===== src/rtl/opnd_fetch_pkg.sv =====
// Shared constants, opcode encodings and the write-bypass match helper
// for the operand-fetch block.
package opnd_fetch_pkg;

  localparam int DATA_W = 32;
  localparam int REG_N  = 32;
  localparam int ADDR_W = 5;
  localparam int OP_W   = 3;

  typedef enum logic [OP_W-1:0] {
    ALU_ADD = 3'd0,
    ALU_SUB = 3'd1,
    ALU_AND = 3'd2,
    ALU_OR  = 3'd3,
    ALU_SRL = 3'd4,
    ALU_SRA = 3'd5
  } alu_op_e;

  // True when a writeback in this cycle targets idx (register 0 never matches).
  function automatic logic wr_hit(input logic              we,
                                  input logic [ADDR_W-1:0] wa,
                                  input logic [ADDR_W-1:0] idx);
    return we && (wa != '0) && (wa == idx);
  endfunction

endpackage


===== src/rtl/opnd_fetch_grf.sv =====
// General register file: 32 x 32 bits, register 0 hard-wired to zero,
// two combinational read ports with write-through bypass, one write port.
module grf
  import opnd_fetch_pkg::*;
(
  input  logic              clk,
  input  logic              reset,
  input  logic              we,
  input  logic [ADDR_W-1:0] wa,
  input  logic [DATA_W-1:0] wd,
  input  logic [ADDR_W-1:0] ra0,
  input  logic [ADDR_W-1:0] ra1,
  output logic [DATA_W-1:0] rd0,
  output logic [DATA_W-1:0] rd1
);

  logic [DATA_W-1:0] r_mem [REG_N];

  // Storage write; reset clears every entry and wins over a concurrent write.
  always_ff @(posedge clk) begin
    if (reset) begin
      for (int i = 0; i < REG_N; i++) r_mem[i] <= '0;
    end else if (we && (wa != '0)) begin
      r_mem[wa] <= wd;
    end
  end

  // Read ports: zero register first, then same-cycle writeback, then storage.
  always_comb begin
    rd0 = r_mem[ra0];
    rd1 = r_mem[ra1];
    if (ra0 == '0)                rd0 = '0;
    else if (wr_hit(we, wa, ra0)) rd0 = wd;
    if (ra1 == '0)                rd1 = '0;
    else if (wr_hit(we, wa, ra1)) rd1 = wd;
  end

endmodule


===== src/rtl/opnd_fetch.sv =====
// Operand fetch: reads two source operands from the register file and
// registers them with the opcode for the ALU. While stalled, the held
// operands are refreshed by any writeback that targets their source index.
module opnd_fetch
  import opnd_fetch_pkg::*;
(
  input  logic              clk,
  input  logic              reset,
  input  logic              in_valid,
  input  logic [ADDR_W-1:0] rs,
  input  logic [ADDR_W-1:0] rt,
  input  logic [OP_W-1:0]   op_in,
  input  logic              stall,
  input  logic              we,
  input  logic [ADDR_W-1:0] wa,
  input  logic [DATA_W-1:0] wd,
  output logic              in_ready,
  output logic [DATA_W-1:0] A,
  output logic [DATA_W-1:0] B,
  output logic [OP_W-1:0]   ALUOp,
  output logic [ADDR_W-1:0] src_a,
  output logic [ADDR_W-1:0] src_b,
  output logic              out_valid
);

  logic [DATA_W-1:0] w_rd_a_p0;
  logic [DATA_W-1:0] w_rd_b_p0;

  logic [DATA_W-1:0] r_a_p1;
  logic [DATA_W-1:0] r_b_p1;
  logic [OP_W-1:0]   r_op_p1;
  logic [ADDR_W-1:0] r_src_a_p1;
  logic [ADDR_W-1:0] r_src_b_p1;
  logic              r_vld_p1;

  grf u_grf (
    .clk   (clk),
    .reset (reset),
    .we    (we),
    .wa    (wa),
    .wd    (wd),
    .ra0   (rs),
    .ra1   (rt),
    .rd0   (w_rd_a_p0),
    .rd1   (w_rd_b_p0)
  );

  // Upstream handshake: a new instruction is accepted whenever the output stage advances.
  assign in_ready = ~stall;

  // Stage p0 -> p1: capture on advance; on stall, keep the instruction but track writebacks.
  always_ff @(posedge clk) begin
    if (reset) begin
      r_a_p1     <= '0;
      r_b_p1     <= '0;
      r_op_p1    <= '0;
      r_src_a_p1 <= '0;
      r_src_b_p1 <= '0;
      r_vld_p1   <= 1'b0;
    end else if (!stall) begin
      r_a_p1     <= w_rd_a_p0;
      r_b_p1     <= w_rd_b_p0;
      r_op_p1    <= op_in;
      r_src_a_p1 <= rs;
      r_src_b_p1 <= rt;
      r_vld_p1   <= in_valid;
    end else if (r_vld_p1) begin
      if (wr_hit(we, wa, r_src_a_p1)) r_a_p1 <= wd;
      if (wr_hit(we, wa, r_src_b_p1)) r_b_p1 <= wd;
    end
  end

  assign A         = r_a_p1;
  assign B         = r_b_p1;
  assign ALUOp     = r_op_p1;
  assign src_a     = r_src_a_p1;
  assign src_b     = r_src_b_p1;
  assign out_valid = r_vld_p1;

endmodule

===== config.mk =====
export PLATFORM = sky130hd
export DESIGN_NAME = opnd_fetch
export DESIGN_NICKNAME = d
export VERILOG_FILES = /design/src/rtl/opnd_fetch_pkg.sv /design/src/rtl/opnd_fetch_grf.sv /design/src/rtl/opnd_fetch.sv
export SDC_FILE = /design/constraint.sdc
export NUM_CORES = 2
export LEC_CHECK = 0
export ABC_CLOCK_PERIOD_IN_PS = 3000
export CORE_AREA = 2 2 342 344
export CTS_BUF_LIST = sky130_fd_sc_hd__clkbuf_4
export DETAILED_ROUTE_END_ITERATION = 16
export DIE_AREA = 0 0 344 346
export DONT_BUFFER_PORTS = 1
export GPL_TIMING_DRIVEN = 0
export HOLD_SLACK_MARGIN = 0.06
export SLEW_MARGIN = 20
export SYNTH_ARGS = -nofsm -noshare
export SYNTH_HDL_FRONTEND = slang
export SYNTH_SLANG_ARGS = --single-unit

===== constraint.sdc =====
create_clock -name clk -period 3 [get_ports clk]
set_input_delay 0.6 -clock clk [delete_from_list [all_inputs] [get_ports clk]]
set_output_delay 0.6 -clock clk [all_outputs]
set_load 0.05 [all_outputs]

==> flow_summary.toml <==
[synth]
ys_types = 41
yosys.area.top_type = "edfxtp_1"
synth.top_cells.by_count = "edfxtp_1, and2_1, mux4_2"
synthTopCellsByArea = "edfxtp_1, mux4_2, and2_1, dfxtp_1, a22oi_1"
syn_inst = 3756
ys_seq_elements = 1102
synth-async-reset-ratio_pct = 0
seq_area_frac_synth_pct = 56.53
yosys.area.top_type_share_pct = 53.80
yosys_most_used_dff = "edfxtp_1"
synthMostInstantiatedCell = "edfxtp_1"
avgSynthCellArea_sq_um = 15.22
synth-edff-count = 1024
syn_area_sq_um = 57160
ys_warn_count = 0

[grt]
track_usage_pct = 34.81
grt_pass1_wl_mm = 284.8
grt_pass1_vias = 38480
grt_max_degree = 33
grt_antenna_before_repair = 26
grt_overflow_total = 0

[critical_path]
critPathTopFamily = "buffers and inverters"
required_ns = 4.14
worstRegToRegCells = 7
timing.rr.end = "A[19]"
cp_slowest_cell = "buf_1"
cp.depth = 9
path_class = "input port to register"
worstPathMaxFanout = 10
path_cells = "dlygate4sd3_1, clkbuf_1, and2_1, buf_1, clkbuf_1, a22oi_1, nand2_1, a22oi_1, o221ai_1"
cp_num_buf_inv = 4
crit_path_start_kind = "input port"
cpPeakStageDelay_ns = 0.88
worstReg2RegStart = "src_a[1]"
r2r_slack_ns = 0.14
cp-end-kind = "register"
arrival_ns = 4.10

[power]
ir_drop_uv = 425.9
power.density_nw_per_um2 = 583.4
p_leak_nw = 21.97

[routing]
drt_iter0_drc = 5055
vias = 38520
drt_pass1_iterations = 5
drtAntennaViolNets = 0
wl_mm = 207.3
wl_per_cell_um = 34.83
drcViolationCount = 0
viasPerCell = 6.472

[sta]
fin_tns_setup_ns = 0
finalClockSkew_ns = 0.09473
post-route-period-util_pct = 98.66
worst_pin_slew_ns = 1.202
rsz0062_at_grt = "no"
fmax_mhz = 337.8
setup_violations = 0
slew_violations = 0
period_minus_slack_ns = 2.960
relSlewSlack_pct = 19.88
timing.final.ws_setup_ns = 0.04006
hold_violations = 0

[floorplan]
design.core.area_sq_um = 115400
die_y_um = 346
die_w_um = 344
ios = 134
initial_core_util_pct = 49.52
fp.dieArea_sq_um = 119000
num_rows = 125

[clock_network]
cts_setup_buffers = 0
tritoncts = "built"
clk_latency_ns = 1.31
clk_pin_slew_ns = 0.06
cts_sinks = 1102
clk_path_buf_depth = 4
root_buffer = "clkbuf_4"
ctsHtreeMaxLevel = 5
cts_buffers = 323

[worst_hold_path]
hold_path.class = "input port to register"
min_to = "u_grf.r_mem[17][26]"
hold_start = "wd[26]"
hold_path_depth = 2

[place]
place.detailed.hpwl_mm = 150.3
gp_congestion = 0.9834
place_ws_ns = -0.7512
dpl.cell_count = 5316
port_buffers = 0

[finish]
drive_gt1_share_pct = 26.53
final_util_pct = 55.42
layout.nets = 4229
fillers = 9594
fin_cells = 5952
area_growth_syn_to_layout_pct = 11.91

[outcome]
status = "finished clean"

[run]
maxCapViolations = 0
## per-stage QoR
stage          total power, mW  instance area (sq um)  hold WS, ns
3_3_place_gp             22.89                  59180       0.7356
2_1_floorplan            21.18                  57270       0.7265
3_5_place_dp             22.97                  59290       0.7366
6_report                 37.32                  63970      0.08175
5_1_grt                  38.32                  63940      0.08359
4_1_cts                  37.23                  63870      0.06159
## placed cells by master (no fill, tap or decap), drive strengths merged, types with 4 or more instances in the layout
cell type	Yosys	routed
inv	2	11
nor2	111	111
edfxtp	1024	1024
o221ai	64	64
nand3b	5	5
a22oi	160	160
diode	0	25
mux2i	78	78
clkbuf	302	787
clkinv	0	55
bufinv	0	4
dfxtp	78	78
and2	994	994
xnor2	16	16
conb	1	32
buf	109	113
nand3	10	10
mux4	512	512
nand2	68	68
a32oi	32	32
a22o	128	128
xor2	4	4
or2	31	31
nor2b	6	6
dlygate4sd3	0	57
## what timing repair did
action / in CTS / in global routing
setup endpoints to repair: 1 / 40
endpoints found under the hold margin: 983 / 0
gates resized for setup: 1 / 8
hold buffers: 57 / 0
gates cloned: 0 / 0
## where the power goes
group | switching [mW] | internal (mW)
Sequential | 0.881 | 17.7
Combinational | 2.63 | 1.73
Clock | 6.76 | 7.67
## cell type report
cell class | instances | area (sq um) | area share [%]
Tap cell | 1524 | 1907 | 2.981
Sequential cell | 1102 | 32320 | 50.53
Inverter | 2 | 7.507 | 0.01174
Antenna cell | 25 | 62.56 | 0.09780
Multi-Input combinational cell | 2272 | 23200 | 36.27
Clock inverter | 70 | 377.9 | 0.5907
Timing Repair Buffer | 62 | 663.1 | 1.037
Clock buffer | 484 | 3633 | 5.680
Buffer | 411 | 1794 | 2.805
## logic make-up after synthesis
group                     after synthesis  share of synthesized area, %
AOI/OAI and AO/OA                     390                         5.637
DFF                                  1102                         56.53
buffers and inverters                 413                         3.132
xor gates and xnor gates               20                        0.3064
other                                   1                      0.006561
and+or+nand+nor                      1240                         12.85
muxes                                 590                         21.54
## worst max-delay path by stage
| stage | from | end |
|---|---|---|
| 3_5_place_dp | rt[1] | B[25] |
| 5_1_grt | wa[1] | u_grf.r_mem[25][20] |
| 3_3_place_gp | rs[1] | A[25] |
| 6_report | rt[2] | B[30] |
| 4_1_cts | src_a[4] | A[19] |
| 2_1_floorplan | wa[3] | u_grf.r_mem[24][0] |
## flip-flops by register name, indices dropped and copies added, names as in the netlist
| register | flops |
|---|---|
| A | 32 |
| ALUOp | 3 |
| B | 32 |
| out_valid | 1 |
| src_a | 5 |
| src_b | 5 |
| u_grf.r_mem | 1024 |
## routing by layer
metal  wire (um)  GRT usage, %
met1       75230         45.01
met2       95080         52.72
met3       26580         12.40
met5         129             0
met4       10270         15.94
(Power assumes the default switching activity.)
